### src/rtl/video_cfg_ctrl_if.sv
// AXI-Lite slave bus bundle for the video configuration controller.
// The slave modport is the register block side; the master modport is the host side.
interface video_cfg_ctrl_if #(
   parameter int ADDR_W = 8
);
   logic [ADDR_W-1:0] s_awaddr;
   logic              s_awvalid;
   logic              s_awready;
   logic [31:0]       s_wdata;
   logic [3:0]        s_wstrb;
   logic              s_wvalid;
   logic              s_wready;
   logic [1:0]        s_bresp;
   logic              s_bvalid;
   logic              s_bready;
   logic [ADDR_W-1:0] s_araddr;
   logic              s_arvalid;
   logic              s_arready;
   logic [31:0]       s_rdata;
   logic [1:0]        s_rresp;
   logic              s_rvalid;
   logic              s_rready;

   modport slave (
      input  s_awaddr, s_awvalid, s_wdata, s_wstrb, s_wvalid, s_bready,
      input  s_araddr, s_arvalid, s_rready,
      output s_awready, s_wready, s_bresp, s_bvalid,
      output s_arready, s_rdata, s_rresp, s_rvalid
   );

   modport master (
      output s_awaddr, s_awvalid, s_wdata, s_wstrb, s_wvalid, s_bready,
      output s_araddr, s_arvalid, s_rready,
      input  s_awready, s_wready, s_bresp, s_bvalid,
      input  s_arready, s_rdata, s_rresp, s_rvalid
   );
endinterface

### src/rtl/video_cfg_ctrl.sv
// AXI-Lite register block for display timing and background colour: host writes land in
// shadow registers and are committed to the cfg_* outputs only on a frame_start pulse.
module video_cfg_ctrl #(
   parameter int ADDR_W = 8
) (
   input  logic                  clk,
   input  logic                  rst_n,
   video_cfg_ctrl_if.slave       s_axi,
   input  logic                  frame_start,
   output logic                  cfg_enable,
   output logic [11:0]           cfg_h_total,
   output logic [11:0]           cfg_h_active,
   output logic [11:0]           cfg_hs_start,
   output logic [11:0]           cfg_hs_end,
   output logic [11:0]           cfg_v_total,
   output logic [11:0]           cfg_v_active,
   output logic [11:0]           cfg_vs_start,
   output logic [11:0]           cfg_vs_end,
   output logic [23:0]           cfg_bg_color,
   output logic                  irq
);
   localparam logic [3:0] A_CTRL   = 4'd0;
   localparam logic [3:0] A_STATUS = 4'd1;
   localparam logic [3:0] A_HTIM   = 4'd2;
   localparam logic [3:0] A_HSYNC  = 4'd3;
   localparam logic [3:0] A_VTIM   = 4'd4;
   localparam logic [3:0] A_VSYNC  = 4'd5;
   localparam logic [3:0] A_BG     = 4'd6;
   localparam logic [3:0] A_COMMIT = 4'd7;
   localparam logic [3:0] A_FCNT   = 4'd8;

   localparam logic [1:0] RESP_OKAY   = 2'b00;
   localparam logic [1:0] RESP_SLVERR = 2'b10;

   typedef enum logic {W_IDLE, W_RESP} wstate_t;
   typedef enum logic {R_IDLE, R_DATA} rstate_t;

   function automatic logic [31:0] f_merge(input logic [31:0] old_w, input logic [31:0] new_w,
                                           input logic [3:0] strb);
      logic [31:0] res;
      for (int b = 0; b < 4; b++)
         res[b*8 +: 8] = strb[b] ? new_w[b*8 +: 8] : old_w[b*8 +: 8];
      return res;
   endfunction

   wstate_t     r_wstate, w_wnext;
   rstate_t     r_rstate, w_rnext;
   logic        r_init;
   logic        r_aw_got, r_w_got;
   logic [3:0]  r_awidx;
   logic [31:0] r_wdata;
   logic [3:0]  r_wstrb;
   logic [1:0]  r_bresp;
   logic [31:0] r_rdata;
   logic [1:0]  r_rresp;

   logic        r_sh_en, r_irq_en;
   logic [11:0] r_sh_h_total, r_sh_h_active, r_sh_hs_start, r_sh_hs_end;
   logic [11:0] r_sh_v_total, r_sh_v_active, r_sh_vs_start, r_sh_vs_end;
   logic [23:0] r_sh_bg;
   logic        r_cfg_en;
   logic [11:0] r_cfg_h_total, r_cfg_h_active, r_cfg_hs_start, r_cfg_hs_end;
   logic [11:0] r_cfg_v_total, r_cfg_v_active, r_cfg_vs_start, r_cfg_vs_end;
   logic [23:0] r_cfg_bg;
   logic        r_commit_pending, r_frame_flag;
   logic [15:0] r_frame_cnt;

   logic        w_aw_hs, w_w_hs, w_ar_hs, w_wr_fire, w_wr_ok, w_ar_ok;
   logic [3:0]  w_wr_idx, w_ar_idx, w_wr_strb;
   logic [31:0] w_wr_data, w_wr_word;
   logic [31:0] w_regs [0:15];
   logic        w_unused;

   assign w_unused = ^{s_axi.s_awaddr[ADDR_W-1:6], s_axi.s_awaddr[1:0],
                       s_axi.s_araddr[ADDR_W-1:6], s_axi.s_araddr[1:0]};

   assign w_aw_hs   = s_axi.s_awvalid & s_axi.s_awready;
   assign w_w_hs    = s_axi.s_wvalid & s_axi.s_wready;
   assign w_ar_hs   = s_axi.s_arvalid & s_axi.s_arready;
   assign w_wr_fire = (r_wstate == W_IDLE) && (r_aw_got || w_aw_hs) && (r_w_got || w_w_hs);
   assign w_wr_idx  = r_aw_got ? r_awidx : s_axi.s_awaddr[5:2];
   assign w_wr_data = r_w_got ? r_wdata : s_axi.s_wdata;
   assign w_wr_strb = r_w_got ? r_wstrb : s_axi.s_wstrb;
   assign w_wr_ok   = (w_wr_idx <= A_FCNT);
   assign w_ar_idx  = s_axi.s_araddr[5:2];
   assign w_ar_ok   = (w_ar_idx <= A_FCNT);

   // Software-visible view of every register; COMMIT and undecoded slots read as zero.
   always_comb begin
      for (int i = 0; i < 16; i++) w_regs[i] = '0;
      w_regs[A_CTRL]   = {30'd0, r_irq_en, r_sh_en};
      w_regs[A_STATUS] = {30'd0, r_frame_flag, r_commit_pending};
      w_regs[A_HTIM]   = {4'd0, r_sh_h_total, 4'd0, r_sh_h_active};
      w_regs[A_HSYNC]  = {4'd0, r_sh_hs_end, 4'd0, r_sh_hs_start};
      w_regs[A_VTIM]   = {4'd0, r_sh_v_total, 4'd0, r_sh_v_active};
      w_regs[A_VSYNC]  = {4'd0, r_sh_vs_end, 4'd0, r_sh_vs_start};
      w_regs[A_BG]     = {8'd0, r_sh_bg};
      w_regs[A_FCNT]   = {16'd0, r_frame_cnt};
   end

   assign w_wr_word = f_merge(w_regs[w_wr_idx], w_wr_data, w_wr_strb);

   always_ff @(posedge clk or negedge rst_n) begin
      if (!rst_n) begin
         r_init   <= 1'b0;
         r_wstate <= W_IDLE;
         r_rstate <= R_IDLE;
      end else begin
         r_init   <= 1'b1;
         r_wstate <= w_wnext;
         r_rstate <= w_rnext;
      end
   end

   always_comb begin
      w_wnext = r_wstate;
      case (r_wstate)
         W_IDLE:  if (w_wr_fire) w_wnext = W_RESP;
         W_RESP:  if (s_axi.s_bready) w_wnext = W_IDLE;
         default: w_wnext = W_IDLE;
      endcase
      w_rnext = r_rstate;
      case (r_rstate)
         R_IDLE:  if (w_ar_hs) w_rnext = R_DATA;
         R_DATA:  if (s_axi.s_rready) w_rnext = R_IDLE;
         default: w_rnext = R_IDLE;
      endcase
   end

   always_comb begin
      s_axi.s_awready = 1'b0;
      s_axi.s_wready  = 1'b0;
      s_axi.s_bvalid  = 1'b0;
      s_axi.s_arready = 1'b0;
      s_axi.s_rvalid  = 1'b0;
      if (r_wstate == W_IDLE) begin
         s_axi.s_awready = r_init & ~r_aw_got;
         s_axi.s_wready  = r_init & ~r_w_got;
      end else begin
         s_axi.s_bvalid  = 1'b1;
      end
      if (r_rstate == R_IDLE) s_axi.s_arready = r_init;
      else                    s_axi.s_rvalid  = 1'b1;
   end

   assign s_axi.s_bresp = r_bresp;
   assign s_axi.s_rdata = r_rdata;
   assign s_axi.s_rresp = r_rresp;

   // AW and W may arrive in either order; whichever lands first is parked here.
   always_ff @(posedge clk or negedge rst_n) begin
      if (!rst_n) begin
         r_aw_got <= 1'b0;
         r_w_got  <= 1'b0;
         r_bresp  <= RESP_OKAY;
         r_rdata  <= '0;
         r_rresp  <= RESP_OKAY;
      end else begin
         if (w_wr_fire) begin
            r_aw_got <= 1'b0;
            r_w_got  <= 1'b0;
            r_bresp  <= w_wr_ok ? RESP_OKAY : RESP_SLVERR;
         end else begin
            if (w_aw_hs) r_aw_got <= 1'b1;
            if (w_w_hs)  r_w_got  <= 1'b1;
         end
         if (w_ar_hs) begin
            r_rdata <= w_ar_ok ? w_regs[w_ar_idx] : 32'd0;
            r_rresp <= w_ar_ok ? RESP_OKAY : RESP_SLVERR;
         end
      end
   end

   always_ff @(posedge clk) begin
      if (w_aw_hs) r_awidx <= s_axi.s_awaddr[5:2];
      if (w_w_hs) begin
         r_wdata <= s_axi.s_wdata;
         r_wstrb <= s_axi.s_wstrb;
      end
   end

   always_ff @(posedge clk or negedge rst_n) begin
      if (!rst_n) begin
         r_sh_en <= 1'b0;           r_irq_en <= 1'b0;
         r_sh_h_total  <= 12'd1344; r_sh_h_active <= 12'd1024;
         r_sh_hs_start <= 12'd1048; r_sh_hs_end   <= 12'd1184;
         r_sh_v_total  <= 12'd806;  r_sh_v_active <= 12'd768;
         r_sh_vs_start <= 12'd771;  r_sh_vs_end   <= 12'd777;
         r_sh_bg <= 24'd0;
         r_cfg_en <= 1'b0;
         r_cfg_h_total  <= 12'd1344; r_cfg_h_active <= 12'd1024;
         r_cfg_hs_start <= 12'd1048; r_cfg_hs_end   <= 12'd1184;
         r_cfg_v_total  <= 12'd806;  r_cfg_v_active <= 12'd768;
         r_cfg_vs_start <= 12'd771;  r_cfg_vs_end   <= 12'd777;
         r_cfg_bg <= 24'd0;
         r_commit_pending <= 1'b0;
         r_frame_flag     <= 1'b0;
         r_frame_cnt      <= 16'd0;
      end else begin
         if (w_wr_fire) begin
            case (w_wr_idx)
               A_CTRL:   begin r_sh_en <= w_wr_word[0]; r_irq_en <= w_wr_word[1]; end
               A_STATUS: if (w_wr_data[1] && w_wr_strb[0]) r_frame_flag <= 1'b0;
               A_HTIM:   begin r_sh_h_active <= w_wr_word[11:0]; r_sh_h_total <= w_wr_word[27:16]; end
               A_HSYNC:  begin r_sh_hs_start <= w_wr_word[11:0]; r_sh_hs_end  <= w_wr_word[27:16]; end
               A_VTIM:   begin r_sh_v_active <= w_wr_word[11:0]; r_sh_v_total <= w_wr_word[27:16]; end
               A_VSYNC:  begin r_sh_vs_start <= w_wr_word[11:0]; r_sh_vs_end  <= w_wr_word[27:16]; end
               A_BG:     r_sh_bg <= w_wr_word[23:0];
               default:  ;
            endcase
         end
         // Commit samples the shadows and pending flag as they stood before this edge's write.
         if (frame_start) begin
            r_frame_flag <= 1'b1;
            r_frame_cnt  <= r_frame_cnt + 16'd1;
            if (r_commit_pending) begin
               r_commit_pending <= 1'b0;
               r_cfg_en <= r_sh_en;
               r_cfg_h_total  <= r_sh_h_total;  r_cfg_h_active <= r_sh_h_active;
               r_cfg_hs_start <= r_sh_hs_start; r_cfg_hs_end   <= r_sh_hs_end;
               r_cfg_v_total  <= r_sh_v_total;  r_cfg_v_active <= r_sh_v_active;
               r_cfg_vs_start <= r_sh_vs_start; r_cfg_vs_end   <= r_sh_vs_end;
               r_cfg_bg <= r_sh_bg;
            end
         end
         if (w_wr_fire && (w_wr_idx == A_COMMIT)) r_commit_pending <= 1'b1;
      end
   end

   assign cfg_enable   = r_cfg_en;
   assign cfg_h_total  = r_cfg_h_total;
   assign cfg_h_active = r_cfg_h_active;
   assign cfg_hs_start = r_cfg_hs_start;
   assign cfg_hs_end   = r_cfg_hs_end;
   assign cfg_v_total  = r_cfg_v_total;
   assign cfg_v_active = r_cfg_v_active;
   assign cfg_vs_start = r_cfg_vs_start;
   assign cfg_vs_end   = r_cfg_vs_end;
   assign cfg_bg_color = r_cfg_bg;
   assign irq          = r_frame_flag & r_irq_en;
endmodule
### src/flat_wrapper.sv
// flat-port wrapper written by rule: the top's interface ports become plain ports
module video_cfg_ctrl_flat 
#(
   parameter int ADDR_W = 8
)
  (clk, rst_n, frame_start, cfg_enable, cfg_h_total, cfg_h_active, cfg_hs_start, cfg_hs_end, cfg_v_total, cfg_v_active, cfg_vs_start, cfg_vs_end, cfg_bg_color, irq, s_axi_s_awaddr, s_axi_s_awvalid, s_axi_s_wdata, s_axi_s_wstrb, s_axi_s_wvalid, s_axi_s_bready, s_axi_s_araddr, s_axi_s_arvalid, s_axi_s_rready, s_axi_s_awready, s_axi_s_wready, s_axi_s_bresp, s_axi_s_bvalid, s_axi_s_arready, s_axi_s_rdata, s_axi_s_rresp, s_axi_s_rvalid);
  video_cfg_ctrl_if #(.ADDR_W(ADDR_W)) s_axi_i ();
  input  logic clk;
  input  logic rst_n;
  input  logic frame_start;
  output logic cfg_enable;
  output logic [11:0] cfg_h_total;
  output logic [11:0] cfg_h_active;
  output logic [11:0] cfg_hs_start;
  output logic [11:0] cfg_hs_end;
  output logic [11:0] cfg_v_total;
  output logic [11:0] cfg_v_active;
  output logic [11:0] cfg_vs_start;
  output logic [11:0] cfg_vs_end;
  output logic [23:0] cfg_bg_color;
  output logic irq;
  input wire logic [$bits(s_axi_i.s_awaddr)-1:0] s_axi_s_awaddr;
  input wire logic [$bits(s_axi_i.s_awvalid)-1:0] s_axi_s_awvalid;
  input wire logic [$bits(s_axi_i.s_wdata)-1:0] s_axi_s_wdata;
  input wire logic [$bits(s_axi_i.s_wstrb)-1:0] s_axi_s_wstrb;
  input wire logic [$bits(s_axi_i.s_wvalid)-1:0] s_axi_s_wvalid;
  input wire logic [$bits(s_axi_i.s_bready)-1:0] s_axi_s_bready;
  input wire logic [$bits(s_axi_i.s_araddr)-1:0] s_axi_s_araddr;
  input wire logic [$bits(s_axi_i.s_arvalid)-1:0] s_axi_s_arvalid;
  input wire logic [$bits(s_axi_i.s_rready)-1:0] s_axi_s_rready;
  output wire logic [$bits(s_axi_i.s_awready)-1:0] s_axi_s_awready;
  output wire logic [$bits(s_axi_i.s_wready)-1:0] s_axi_s_wready;
  output wire logic [$bits(s_axi_i.s_bresp)-1:0] s_axi_s_bresp;
  output wire logic [$bits(s_axi_i.s_bvalid)-1:0] s_axi_s_bvalid;
  output wire logic [$bits(s_axi_i.s_arready)-1:0] s_axi_s_arready;
  output wire logic [$bits(s_axi_i.s_rdata)-1:0] s_axi_s_rdata;
  output wire logic [$bits(s_axi_i.s_rresp)-1:0] s_axi_s_rresp;
  output wire logic [$bits(s_axi_i.s_rvalid)-1:0] s_axi_s_rvalid;
  assign s_axi_i.s_awaddr = s_axi_s_awaddr;
  assign s_axi_i.s_awvalid = s_axi_s_awvalid;
  assign s_axi_i.s_wdata = s_axi_s_wdata;
  assign s_axi_i.s_wstrb = s_axi_s_wstrb;
  assign s_axi_i.s_wvalid = s_axi_s_wvalid;
  assign s_axi_i.s_bready = s_axi_s_bready;
  assign s_axi_i.s_araddr = s_axi_s_araddr;
  assign s_axi_i.s_arvalid = s_axi_s_arvalid;
  assign s_axi_i.s_rready = s_axi_s_rready;
  assign s_axi_s_awready = s_axi_i.s_awready;
  assign s_axi_s_wready = s_axi_i.s_wready;
  assign s_axi_s_bresp = s_axi_i.s_bresp;
  assign s_axi_s_bvalid = s_axi_i.s_bvalid;
  assign s_axi_s_arready = s_axi_i.s_arready;
  assign s_axi_s_rdata = s_axi_i.s_rdata;
  assign s_axi_s_rresp = s_axi_i.s_rresp;
  assign s_axi_s_rvalid = s_axi_i.s_rvalid;
  video_cfg_ctrl #(.ADDR_W(ADDR_W)) u_core (.clk(clk), .rst_n(rst_n), .s_axi(s_axi_i), .frame_start(frame_start), .cfg_enable(cfg_enable), .cfg_h_total(cfg_h_total), .cfg_h_active(cfg_h_active), .cfg_hs_start(cfg_hs_start), .cfg_hs_end(cfg_hs_end), .cfg_v_total(cfg_v_total), .cfg_v_active(cfg_v_active), .cfg_vs_start(cfg_vs_start), .cfg_vs_end(cfg_vs_end), .cfg_bg_color(cfg_bg_color), .irq(irq));
endmodule
### config.mk
export PLATFORM = sky130hd
export DESIGN_NAME = video_cfg_ctrl_flat
export DESIGN_NICKNAME = d
export VERILOG_FILES = /design/src/rtl/video_cfg_ctrl_if.sv /design/src/rtl/video_cfg_ctrl.sv /design/src/flat_wrapper.sv
export SDC_FILE = /design/constraint.sdc
export NUM_CORES = 1
export LEC_CHECK = 0
export CAP_MARGIN = 25
export CORE_MARGIN = 4
export CORE_UTILIZATION = 45
export CTS_BUF_LIST = sky130_fd_sc_hd__clkbuf_16
export DETAILED_ROUTE_END_ITERATION = 7
export PLACE_DENSITY = 0.72
export RECOVER_POWER = 25
export SYNTH_ARGS = -nofsm -noshare
export SYNTH_HDL_FRONTEND = slang
export SYNTH_SLANG_ARGS = --single-unit
export TNS_END_PERCENT = 10
### constraint.sdc
create_clock -name clk -period 4.2 [get_ports clk]
set_input_delay 0.84 -clock clk [delete_from_list [all_inputs] [get_ports clk]]
set_output_delay 0.84 -clock clk [all_outputs]
set_load 0.05 [all_outputs]
# After elaboration in Yosys (flattened, before gate mapping)

Cells that the tools add are included.

Bitwise gates (word level): 12
Reductions and logical operators: 21
Multiplexer cells: 37
$lt $le $gt $ge: 4
Add/subtract/negate cells: 1
Eq/ne operators: 7

Operators by type and width:

| kind                  | number |
|---|---|
| $bmux 32 s4           | 2 |
| $mux 32               | 3 |
| $mux 28               | 3 |
| $mux 8                | 3 |
| $mux 1                | 19 |
| $add 16x1->16 const B | 1 |
| $eq 4x3->1 const B    | 4 |
| $reduce_and 2->1      | 7 |
| $mux 4                | 3 |
| $reduce_bool 2->1     | 6 |
| $ge 5x5->1 const B    | 2 |
| $not 4->5             | 2 |
| $eq 4x2->1 const B    | 2 |
| $le 4x4->1 const B    | 2 |
| $and 1x1->1           | 6 |
| $eq 4x1->1 const B    | 1 |
| $logic_and 1x1->1     | 4 |
| $logic_not 4->1       | 1 |
| $mux 2                | 2 |
| $not 1->1             | 4 |
| $pmux 1 s2            | 2 |
| $reduce_and 3->1      | 1 |
| $logic_or 1x1->1      | 2 |

Logic and storage cells: 117
Output and inout port bits: 163
Register bits: 338

# Depth between registers and ports, before layout

Depth in word-level cells: 9
Gate-level depth with buffers: 9
Depth with buffers taken out: 6

# Worst setup path before layout

OpenSTA, ideal clock, no wires.

Kind: flip-flop to flip-flop
Start: register u_core.r_w_got
End: register u_core.r_wdata[0], enable pin
Slack: 1.128 ns
Arrival time: 2.680 ns
Required time: 3.808 ns
Period minus slack after synthesis: 3.072 ns
Stages on the path, launching flop included: 6
Setup time: 0.392 ns
Cells stage by stage: dfrtp_1 > buf_2 > buf_2 > buf_1 > nor2_1 > and2_1

Longest elaborated chain between the ends: 4

Ends and longest elaborated chain:

| what                     | RTL line              | RTL |
|---|---|---|
| start, declared          | video_cfg_ctrl.sv:49  | `logic r_aw_got, r_w_got;` |
| start signal, assigned   | video_cfg_ctrl.sv:154 | `r_w_got <= 1'b0;` |
| start signal, assigned   | video_cfg_ctrl.sv:161 | `r_w_got <= 1'b0;` |
| start signal, assigned   | video_cfg_ctrl.sv:165 | `if (w_w_hs) r_w_got <= 1'b1;` |
| $not 1->1                | video_cfg_ctrl.sv:138 | `s_axi.s_wready = r_init & ~r_w_got;` |
| $and 1x1->1              | video_cfg_ctrl.sv:138 |  |
| $mux 1                   | video_cfg_ctrl.sv:136 | `if (r_wstate == W_IDLE) begin` |
| named net s_axi_s_wready | flat_wrapper.sv:32    | `output wire logic [$bits(s_axi_i.s_wready)-1:0] s_axi_s_wready;` |
| $and 1x1->1              | video_cfg_ctrl.sv:78  | `assign w_w_hs = s_axi.s_wvalid & s_axi.s_wready;` |
| named net u_core.w_w_hs  | video_cfg_ctrl.sv:68  | `logic w_aw_hs, w_w_hs, w_ar_hs, w_wr_fire, w_wr_ok, w_ar_ok;` |
| end signal, assigned     | video_cfg_ctrl.sv:177 | `r_wdata <= s_axi.s_wdata;` |
| end, declared            | video_cfg_ctrl.sv:51  | `logic [31:0] r_wdata;` |

The timed path passes the listed nets, and every way through them passes these cells.
A chain may end at the register's enable or synchronous reset.

# Final worst setup path

Start: register u_core.r_aw_got
End: output port s_axi_s_awready

Longest elaborated chain between the ends: 3

Ends and longest elaborated chain:

| what                   | RTL line              | RTL |
|---|---|---|
| start, declared        | video_cfg_ctrl.sv:49  |  |
| start signal, assigned | video_cfg_ctrl.sv:153 | `r_aw_got <= 1'b0;` |
| start signal, assigned | video_cfg_ctrl.sv:160 | `r_aw_got <= 1'b0;` |
| start signal, assigned | video_cfg_ctrl.sv:164 | `if (w_aw_hs) r_aw_got <= 1'b1;` |
| $not 1->1              | video_cfg_ctrl.sv:137 | `s_axi.s_awready = r_init & ~r_aw_got;` |
| $and 1x1->1            | video_cfg_ctrl.sv:137 |  |
| $mux 1                 | video_cfg_ctrl.sv:136 |  |
| end, declared          | flat_wrapper.sv:31    | `output wire logic [$bits(s_axi_i.s_awready)-1:0] s_axi_s_awready;` |

No other way between the ends.

==> results.txt <==
----------------------------------------------------
[Placed design]
  Buffers added on ports ... slightly above 200
  Routability congestion estimate from global placement ... between 0.8 and 0.9
  Placed instance area ... 17680 um^2
  Post-placement setup slack ... approximately 0.69 ns
  Sum of net half-perimeters after detailed placement ... just over 30000 um
  Post-Place Cells ... approximately 1.8k

[Detailed routing]
  Vias after detailed routing ... around 11k
  DRC violation count after routing ... 0
  First DRT Iteration DRCs ... about 900
  Avg WL per Cell ... 23.28 um
  Detailed Route WL ... 43490 um
  Drt first pass iters ... 5
  Residual antenna-violating net count after detailed routing ... 0
  Per-cell via count in the routed design ... about 5.7

[Die]
  Die Footprint ... ~36000 um^2
  Site Rows ... 66
  Top-Level Pins ... 223
  Area of the placeable core ... about 33000 um^2
  Starting utilization of the core area ... 0.4594
  Chip height ... 191.0 um
  Floorplan die width ... around 190 um

[STA]
  Number of pins with negative max-slew slack in the final report ... 0
  Finish-stage setup viols ... 0
  Final hold violations ... 0
  Slew @ Worst Pin ... approximately 1.4 ns
  Final period utilization ... 0.7696
  Setup TNS after final layout ... 0 ns
  Post-layout worst setup margin ... 0.9675 ns
  Clock Skew ... approximately 0.018 ns
  Relative slew margins ... 0.03338
  Maximum clock frequency ... 309.4 MHz
  Unrepaired setup endpoints after global routing ... false
  Time the final worst path needs with I/O delays and setup ... 3.232 ns

[Pwr]
  Standby leakage power ... roughly 8 nW
  Total power ... roughly 0.012 W
  Power per standard cell area ... around 650 nW/um^2
  IR drop worst, VDD ... roughly 0.34 mV

[GRT]
  Grt total ovfl ... 0
  First-pass GRT wire length ... 65760 um
  Initial antenna violation count ... 3
  Via count of the first global-routing pass ... approximately 11k
  Largest net degree at the start of global routing ... around 130
  Overall global routing resource usage ... 0.2345

[Worst setup path]
  Register-to-register setup slack ... 1.09 ns
  Arr. time, crit path ... between 2 and 2.5 ns
  Required time of the critical path ... roughly 3.4 ns
  Worst reg2reg path startpoint ... u_core.r_aw_got$_DFFE_PN0P_
  Worst flop-to-flop path endpoint ... u_core.r_sh_v_active[3]$_DFFE_PN0P_
  Critical path class ... reg -> out
  Element type at the critical path start ... flip-flop
  FF-to-FF path depth ... 7
  Endpoint type of the worst setup path ... output pin
  Critical-path maximum fanout ... 24

[Clocking]
  Clock buffer depth ... 3
  CTS Hold Buffers Added ... 0
  TritonCTS clock tree ... yes
  Clk pin slew, worst setup/hold paths ... 0.06 ns
  Clock latency reported for the late side of the worst-skew pair ... between 0.5 and 0.6 ns
  Root buffer selected by CTS ... clkbuf_16
  Setup fix buffers added after clock tree synthesis ... 0
  Post-cts gate resize count ... 0
  Clock H-tree levels ... 2
  Sink count of the clock tree ... approximately 330
  Number of buffers created by CTS ... 37

[Synth]
  Gate count of the mapped netlist ... approximately 1.2k
  Synth Flop Type ... dfrtp_1
  EDFF count, synth ... 36
  Average instance area after synthesis ... 12.66 um^2
  Netlist cell types ... between 70 and 80
  Sequential area share after synthesis ... 0.5677
  Fraction of synthesis flops using an asynchronous set or reset pin ... 0.8916
  Flip-flop and latch count after synthesis ... about 330
  Yosys synthesis warning count ... 0
  Netlist Area Pre-Place ... roughly 15000 um^2

[Final layout]
  Antenna cells ... 0
  Synth-to-layout area growth ... 25.39%
  Nets ... between 1k and 1.5k
  Final instance count without filler cells ... 1868
  Layout cells sized above 1 ... 0.2686
  Post-route standard cell area excluding fillers ... around 19000 um^2

[Flow run]
  Count of max-cap constraint violations ... 0

[Min path]
  Tightest Hold Check Type ... in -> async

[Run status]
  Run status ... completed

----------------------------------------------------
==> final cells by class <==
class	instances	area (um^2)
Timing Repair Buffer	242	2376
Tap cell	442	553.0
Multi-Input combinational cell	777	6146
Clock buffer	40	1001
Fill cell	2695	13900
Clock inverter	28	232.7
Sequential cell	332	8552
Inverter	7	26.28
==> metal layers <==
layer / vias up / part of all wire / track usage
met1: 5446 / 0.42 / 0.3286
met3: 75 / 0.078 / 0.05077
met2: 448 / 0.48 / 0.3712
met4: 2 / 0.025 / 0.06851
met5: - / 0.00030 / 0
li1: 4766 / - / -
==> report_power, final <==
group,internal [W],switching (W),total [W]
clock,0.00196,0.00130,0.00326
sequential,0.00420,0.000942,0.00515
combinational,0.00154,0.00233,0.00388
==> how the worst max path moves through the flow <==
stage | from | to | depth (start not counted)
3_5_place_dp | s_axi_s_awaddr[3] | u_core.r_sh_v_active[3]$_DFFE_PN0P_ | 8
5_1_grt | u_core.r_aw_got$_DFFE_PN0P_ | s_axi_s_awready | 2
4_1_cts | u_core.r_aw_got$_DFFE_PN0P_ | s_axi_s_awready | 2
3_3_place_gp | s_axi_s_awaddr[3] | u_core.r_sh_vs_start[4]$_DFFE_PN0P_ | 8
2_1_floorplan | u_core.r_w_got$_DFFE_PN0P_ | u_core.r_wdata[0]$_DFFE_PP_ | 5
6_report | u_core.r_aw_got$_DFFE_PN0P_ | s_axi_s_awready | 2
==> registers in the layout (all words and copies together), names as in the netlist, 16 cells and up <==
signal and count:
u_core.cfg_bg_color 24, u_core.r_frame_cnt 16, u_core.r_sh_bg 24, u_core.r_wdata 28, u_core.s_axi.s_rdata 28
==> critical path, stage by stage, from the launching register on <==
cell,delay (ns)
dfrtp_1,0.66
nor2_1,0.35
clkdlybuf4s50_1,0.86
==> synth_stat cells, drive strengths merged, types with 7 or more instances <==
cell type,n,area [um^2]
dfrtp,246,6156
mux2,214,2414
nand2,105,399.1
mux2i,81,827.0
o21ai,61,305.3
nor2,53,201.5
dfstp,50,1314
a21oi,45,229.0
clkbuf,45,168.9
edfxtp,36,1081
buf,34,205.2
a22oi,28,215.2
o22ai,22,143.9
o2bb2ai,11,96.34
o31ai,11,82.58
or3,11,68.82
xnor2,9,78.83
a22o,8,70.07
nor2b,8,50.05
o221ai,8,120.1
and2,7,43.80
inv,7,26.28
nor3,7,35.03
==> kinds of logic after synthesis <==
| group | synth area share |
|---|---|
| other | 0.0004986 |
| buffers and inverters | 0.02658 |
| AOI/OAI and AO/OA | 0.1086 |
| and+or+nand+nor | 0.06596 |
| DFF | 0.5677 |
| adders and majority gates | 0.0008306 |
| xor gates and xnor gates | 0.008723 |
| muxes | 0.2211 |
==> cell usage in the layout (no fill, tap or decap), types with 7 or more instances in the layout <==
cell type,count
inv_1,15
o22ai_1,21
nor3_1,7
a22oi_1,27
clkinv_1,7
o21ai_0,57
edfxtp_1,36
dfrtp_1,245
dfstp_2,50
or3_1,11
o2bb2ai_1,11
o221ai_2,8
nand2_1,102
nor2_1,52
clkdlybuf4s50_1,164
dlygate4sd3_1,38
conb_1,7
buf_4,29
a21oi_1,44
mux2i_1,79
clkbuf_16,40
mux2_2,208
o31ai_1,11
nor2b_1,8
xnor2_1,9
a22o_1,8
==> per-stage QoR <==
step	hold slack [ns]	utilization
after floorplan	0.4452	-
after global placement	0.4580	0.5393
after detailed placement	0.4578	0.5393
after CTS	0.4654	0.5769
after global routing	0.4940	0.5761
final	0.3833	0.5761
Power figures use the tool's default switching activity.
